### config.mk
export PLATFORM = sky130hd
export DESIGN_NAME = riscv_retire_monitor
export DESIGN_NICKNAME = d
export VERILOG_FILES = /design/src/rtl/riscv_pkg.sv /design/src/rtl/riscv_ret_classify.sv /design/src/rtl/riscv_retire_monitor.sv
export SDC_FILE = /design/constraint.sdc
export NUM_CORES = 1
export LEC_CHECK = 0
export ABC_AREA = 1
export BUFFER_PORTS_ARGS = -buffer_cell sky130_fd_sc_hd__clkbuf_2
export CAP_MARGIN = 25
export CELL_PAD_IN_SITES_DETAIL_PLACEMENT = 0
export CELL_PAD_IN_SITES_GLOBAL_PLACEMENT = 1
export CORE_ASPECT_RATIO = 1.5
export CORE_MARGIN = 2
export CORE_UTILIZATION = 37
export CTS_CLUSTER_DIAMETER = 80
export CTS_CLUSTER_SIZE = 16
export DETAILED_ROUTE_END_ITERATION = 8
export GPL_TIMING_DRIVEN = 0
export PLACE_DENSITY = 0.83
export SETUP_SLACK_MARGIN = 0.05
export SYNTH_ARGS = -nofsm -noshare
export SYNTH_HDL_FRONTEND = slang
export SYNTH_HIERARCHICAL = 1
export SYNTH_SLANG_ARGS = --single-unit
### constraint.sdc
create_clock -name CLK -period 3 [get_ports CLK]
set_input_delay 0.3 -clock CLK [delete_from_list [all_inputs] [get_ports CLK]]
set_output_delay 0.3 -clock CLK [all_outputs]
set_load 0.005 [all_outputs]
### src/rtl/riscv_pkg.sv
// Shared RISC-V definitions: opcode constants, retirement classes and halt-FSM encoding.
// Reused by the decode core and the retirement monitor.
package riscv_pkg;

    localparam logic [6:0] OP_ALU_R  = 7'b0110011;
    localparam logic [6:0] OP_ALU_I  = 7'b0010011;
    localparam logic [6:0] OP_LOAD   = 7'b0000011;
    localparam logic [6:0] OP_STORE  = 7'b0100011;
    localparam logic [6:0] OP_BRANCH = 7'b1100011;
    localparam logic [6:0] OP_JAL    = 7'b1101111;
    localparam logic [6:0] OP_JALR   = 7'b1100111;
    localparam logic [6:0] OP_LUI    = 7'b0110111;
    localparam logic [6:0] OP_AUIPC  = 7'b0010111;

    typedef enum logic [3:0] {
        CLS_ALU_R,
        CLS_ALU_I,
        CLS_LOAD,
        CLS_STORE,
        CLS_BRANCH,
        CLS_JAL,
        CLS_JALR,
        CLS_LUI,
        CLS_AUIPC,
        CLS_UNKNOWN
    } ret_class_t;

    typedef enum logic [1:0] {
        ST_RUN,
        ST_ARMED,
        ST_HALTED
    } halt_state_t;

endpackage

### src/rtl/riscv_ret_classify.sv
// Combinational opcode-to-class map for retiring instructions.
// Flags any opcode outside the supported RV32I base set as unknown.
module riscv_ret_classify
    import riscv_pkg::*;
(
    input  logic [6:0] opcode,
    output ret_class_t ret_class,
    output logic       unknown
);

    // NOTE: every output of a combinational block gets a default first so no path leaves it unassigned (no latch).
    always_comb begin
        ret_class = CLS_UNKNOWN;
        unknown   = 1'b0;
        case (opcode)
            OP_ALU_R:  ret_class = CLS_ALU_R;
            OP_ALU_I:  ret_class = CLS_ALU_I;
            OP_LOAD:   ret_class = CLS_LOAD;
            OP_STORE:  ret_class = CLS_STORE;
            OP_BRANCH: ret_class = CLS_BRANCH;
            OP_JAL:    ret_class = CLS_JAL;
            OP_JALR:   ret_class = CLS_JALR;
            OP_LUI:    ret_class = CLS_LUI;
            OP_AUIPC:  ret_class = CLS_AUIPC;
            default:   unknown   = 1'b1;
        endcase
    end

endmodule

### src/rtl/riscv_retire_monitor.sv
// Retirement monitor: counts retired instructions, publishes each result and
// detects the end-of-program pair. All outputs are registered.
module riscv_retire_monitor
    import riscv_pkg::*;
#(
    parameter logic [31:0] HALT_INST0 = 32'h00c00093,
    parameter logic [31:0] HALT_INST1 = 32'h00008067,
    parameter int unsigned CNT_WIDTH  = 32
) (
    input  logic        CLK,
    input  logic        RSTn,
    input  logic        RET_VALID,
    input  logic [31:0] RET_INST,
    input  logic        RET_RF_WE,
    input  logic [31:0] RET_RF_WD,
    input  logic [11:0] RET_MEM_ADDR,
    input  logic        RET_BR_TAKEN,
    output logic [31:0] NUM_INST,
    output logic [31:0] OUTPUT_PORT,
    output logic        HALT,
    output logic        ERR
);

    halt_state_t          state, state_next;
    ret_class_t           ret_class;
    logic                 unknown;
    logic                 accept;
    logic [CNT_WIDTH-1:0] count_q;
    logic [31:0]          result_q, result_next;
    logic                 halt_q, err_q;

    riscv_ret_classify u_classify (
        .opcode    (RET_INST[6:0]),
        .ret_class (ret_class),
        .unknown   (unknown)
    );

    assign accept = RET_VALID && (state != ST_HALTED);

    always_comb begin
        state_next = state;
        if (accept) begin
            case (state)
                ST_RUN: begin
                    if (RET_INST == HALT_INST0) state_next = ST_ARMED;
                end
                ST_ARMED: begin
                    if (RET_INST == HALT_INST1)      state_next = ST_HALTED;
                    else if (RET_INST == HALT_INST0) state_next = ST_ARMED;
                    else                             state_next = ST_RUN;
                end
                default: state_next = state;
            endcase
        end
    end

    always_comb begin
        result_next = result_q;
        case (ret_class)
            CLS_ALU_R, CLS_ALU_I, CLS_LOAD, CLS_JAL, CLS_JALR, CLS_LUI, CLS_AUIPC:
                result_next = RET_RF_WE ? RET_RF_WD : 32'h0;
            CLS_STORE:  result_next = {20'h0, RET_MEM_ADDR};
            CLS_BRANCH: result_next = {31'h0, RET_BR_TAKEN};
            default:    result_next = result_q;
        endcase
    end

    // NOTE: sequential state uses non-blocking assignments so every flop samples pre-edge values.
    always_ff @(posedge CLK or negedge RSTn) begin
        if (!RSTn) begin
            state    <= ST_RUN;
            count_q  <= '0;
            result_q <= 32'h0;
            halt_q   <= 1'b0;
            err_q    <= 1'b0;
        end else begin
            state  <= state_next;
            // HALT gets its own flop so the output is not decoded from the state bits.
            halt_q <= (state_next == ST_HALTED);
            if (accept) begin
                count_q  <= count_q + CNT_WIDTH'(1);
                result_q <= result_next;
                if (unknown) err_q <= 1'b1;
            end
        end
    end

    always_comb begin
        NUM_INST                = 32'h0;
        NUM_INST[CNT_WIDTH-1:0] = count_q;
    end

    assign OUTPUT_PORT = result_q;
    assign HALT        = halt_q;
    assign ERR         = err_q;

endmodule

==> results summary <==
The flow ran to the end, and the final reports show no timing, DRC or antenna violations. By area the synthesized netlist is led by sky130_fd_sc_hd__dfrtp_1, sky130_fd_sc_hd__nand2_1, sky130_fd_sc_hd__nand3_1. The number of cells in the finished layout apart from fillers came out at 882. The vias after detailed routing is 4084. The leakage dissipation came out at 2.803 nW. The post-cts gate resize count came out at 0. The kind of launch point of the worst setup path is a primary input. The pin count of the biggest net entering global routing is 41.

The count of cells along the worst hold path is 3. The final-stage net count is 815. The clock arrives with 0.004290 ns of skew.

The overall fraction of global-route tracks in use is 19.69%. The width of the chip came out at 88.86 µm. The count of distinct cell types in the synthesized netlist came out at 29. The type of the most critical hold path is primary input to flop.

In the post-synthesis netlist, the cell with the most instances is sky130_fd_sc_hd__nand2_1. The biggest fanout along the worst timing path is 10. The final-layout fill cell count is 1076. The remaining antenna violation count came out at 0. Traced cell by cell, the critical path runs through clkbuf_2 -> nor2_1 -> nand2_2 -> nor2_1 -> nor2_2 -> nand3_2 -> nand2_1 -> nor2_1 -> clkbuf_1 -> nand4_1 -> nand3_1. Data on the critical path is required at its endpoint by 3.27 ns. The via count of the first global-routing pass came to 3871.

The deepest level of the CTS H-tree is 3. The cell count after synthesis came out at 574. The total placed cells including tap cells is 865. The residual overflow from global routing came out at 0.

The TritonCTS clock tree is yes. Once layout is done, the placed cells without fillers occupy 0.005250 mm². Measured against its own limit, the worst slew margin works out to 69.31%. The clock passes through at most 2 buffers. The I/O pin total is 147.

The critical path's largest stage delay is 0.41 ns. The final critical delay including setup and external delays came out at 1.758 ns. The die height is 131.3 µm. The biggest area consumer among synthesized cells is sky130_fd_sc_hd__dfrtp_1. TritonCTS created 9 clock buffers. The slowest stage of the critical path is the sky130_fd_sc_hd__clkbuf_1 cell. The number of antenna diodes in the final layout is 0.

The total of buffers placed on input and output ports is 146. The minimum setup slack in the final design is 1.242 ns. The length in cells of the worst reg-to-reg path came out at 7. The total number of yosys warnings is 6. The peak supply drop came out at 318.3 µV. STA puts the critical path data arrival time at 2.03 ns.

The type of the worst setup path is primary input to flop. The fraction of registers with async set or reset after synthesis is 100.0%. The combined area of all synthesized cells is 0.003996 mm². The core occupancy in the finished layout is 49.85%. STA classifies the critical path endpoint as a flop.

The floorplan step defined a die boundary enclosing 0.01167 mm². The worst slack at placement is 0.9148 ns. Setup repair after global routing left no endpoint under its margin.

The part of the cycle the worst path needs is 58.61%. Among the stages of the critical path, the cell type that occurs most often is sky130_fd_sc_hd__nor2_1. The detailed-router iteration count before antenna repair is 4. The first global-routing pass estimated 18.07 mm of wire.

The final number of hold-violating endpoints came to 0. The tree is rooted in a sky130_fd_sc_hd__clkbuf_16. The number of remaining DRC errors is 0. The placed wire-length estimate came out at 8.665 mm.

The number of buffers and inverters on the critical path came out at 2. The number of DRC violations after detailed-routing iteration 0 came out at 197. The transition at the pin with the smallest max-transition slack came out at 0.4604 ns.

The post-synthesis sequential element count came out at 68. The cell depth of the worst setup path came out at 11. The detailed-route wire length per cell came out at 12.40 µm. The initial antenna violation count came out at 0.

The leading register cell type out of synthesis is sky130_fd_sc_hd__dfrtp_1. The final wirelength came out at 10.94 mm. The number of standard-cell rows in the floorplan came out at 46. The mean instance size in the synthesized netlist is 6.962 µm².

The starting density of the core is 37.94%. The total power consumption of the routed design came out at 2.819 mW. The standard cell core area is 0.01053 mm². The number of flops mapped to enable cells by yosys came out at 0. The CTS clock-pin slew for the worst setup and hold paths is 0.06 ns. In the synthesized netlist, the cells that appear most often are sky130_fd_sc_hd__nand2_1, sky130_fd_sc_hd__nor2_1, sky130_fd_sc_hd__dfrtp_1, sky130_fd_sc_hd__nand3_1, sky130_fd_sc_hd__inv_1.

The post-synthesis sequential area ratio is 42.58%. The post-detailed-placement cell area is 0.004930 mm². The number of sinks handled by clock tree synthesis is 68. Of the cells placed in the final design, the portion with a size suffix greater than 1 is 27.91%. The tightest hold path in the finished design has a slack of 0.1811 ns.

When the netlist entered floorplanning its net count stood at 656. The sequential cells in the finished layout cover a total of 0.001702 mm². The last weighted congestion value of the routability-driven placer came out at 0.8519. The total of endpoints with negative setup slack in the final report is 0.

The area growth from synthesis to layout is 31.37%. The final setup TNS is 0 ns. The insertion delay to the later sink of the worst-skew pair is 0.34 ns. The share of the synthesized area in the top cell type is 42.58%. The power per unit of standard cell area is 536.9 mW/mm². The final count of pins violating max slew was 0. Max-cap violations in this run came to 0.

The multi-input logic area came out at 0.002014 mm². The cell family contributing the most delay on the critical path is simple AND/OR/NAND/NOR gates. Static timing analysis puts the maximum clock frequency at 568.7 MHz. The ratio of routed vias to standard cells is 4.630.
## report_power, final
part           switching, mW  internal [mW]
Combinational          0.298          0.252
Clock                  0.420          0.673
Sequential             0.111           1.07
## cell usage in the layout, fill, tap and decap left out, types with 9 or more instances in the layout
master / synthesis / final
sky130_fd_sc_hd__buf_2: 11 / 11
sky130_fd_sc_hd__clkbuf_16: 0 / 9
sky130_fd_sc_hd__clkbuf_2: 0 / 145
sky130_fd_sc_hd__dfrtp_1: 68 / 68
sky130_fd_sc_hd__inv_1: 49 / 49
sky130_fd_sc_hd__nand2_1: 218 / 218
sky130_fd_sc_hd__nand3_1: 68 / 68
sky130_fd_sc_hd__nand4_1: 16 / 16
sky130_fd_sc_hd__nor2_1: 77 / 77
sky130_fd_sc_hd__xor2_1: 13 / 13
## routing by layer
| layer | global-route usage [%] | wire (µm) | up-vias |
|---|---|---|---|
| met4 | 8.418 | 324 | 0 |
| met5 | 0 | 0 | - |
| met2 | 33.87 | 5675 | 113 |
| met3 | 4.334 | 562 | 23 |
| li1 | - | - | 2115 |
| met1 | 22.80 | 4377 | 1833 |
## what timing repair did
| item | 4_1_cts | 5_1_grt |
|---|---|---|
| hold endpoints to repair | 28 | 0 |
| hold buffers | 1 | 0 |
| buffers inserted | 0 | 0 |
## final cells by class
type	count	share of cell area (%)
buffer	14	1.335
clock buffer	10	4.552
clock inverter	6	1.358
inverter	56	4.004
multi-input combinational	436	38.37
sequential	68	32.41
tap	144	3.432
timing repair buffer	148	14.54
## tightest hold or removal path, cell delays in order
cell and delay [ns]:
sky130_fd_sc_hd__clkbuf_2 0.08, sky130_fd_sc_hd__nand3_1 0.06, sky130_fd_sc_hd__nand2_1 0.04
## sequential cells by signal, summed over array words and instances (netlist names)
name,flops
NUM_INST,32
OUTPUT_PORT,32
state,2
ERR,1
HALT,1
## cell families after synthesis
group	count (synthesis)	share of synthesized area (%)
xor+xnor	16	3.507
flops	68	42.58
compound gates	11	1.910
fa+ha+maj	1	0.3130
simple gates	408	44.68
buf+inv	70	7.013
## worst paths after layout
kind / startpoint / to / slack, ns
worst max-delay path: RET_INST[2] / OUTPUT_PORT[10] / 1.24
worst min-delay path: RET_RF_WD[13] / OUTPUT_PORT[13] / 0.18
worst max register to register: NUM_INST[0] / NUM_INST[16] / 1.42
worst min register to register: ERR / ERR / 0.47
max in group asynchronous: RSTn / ERR / 1.98
min in group asynchronous: RSTn / OUTPUT_PORT[28] / 0.46
Power figures use the tool's default switching activity.
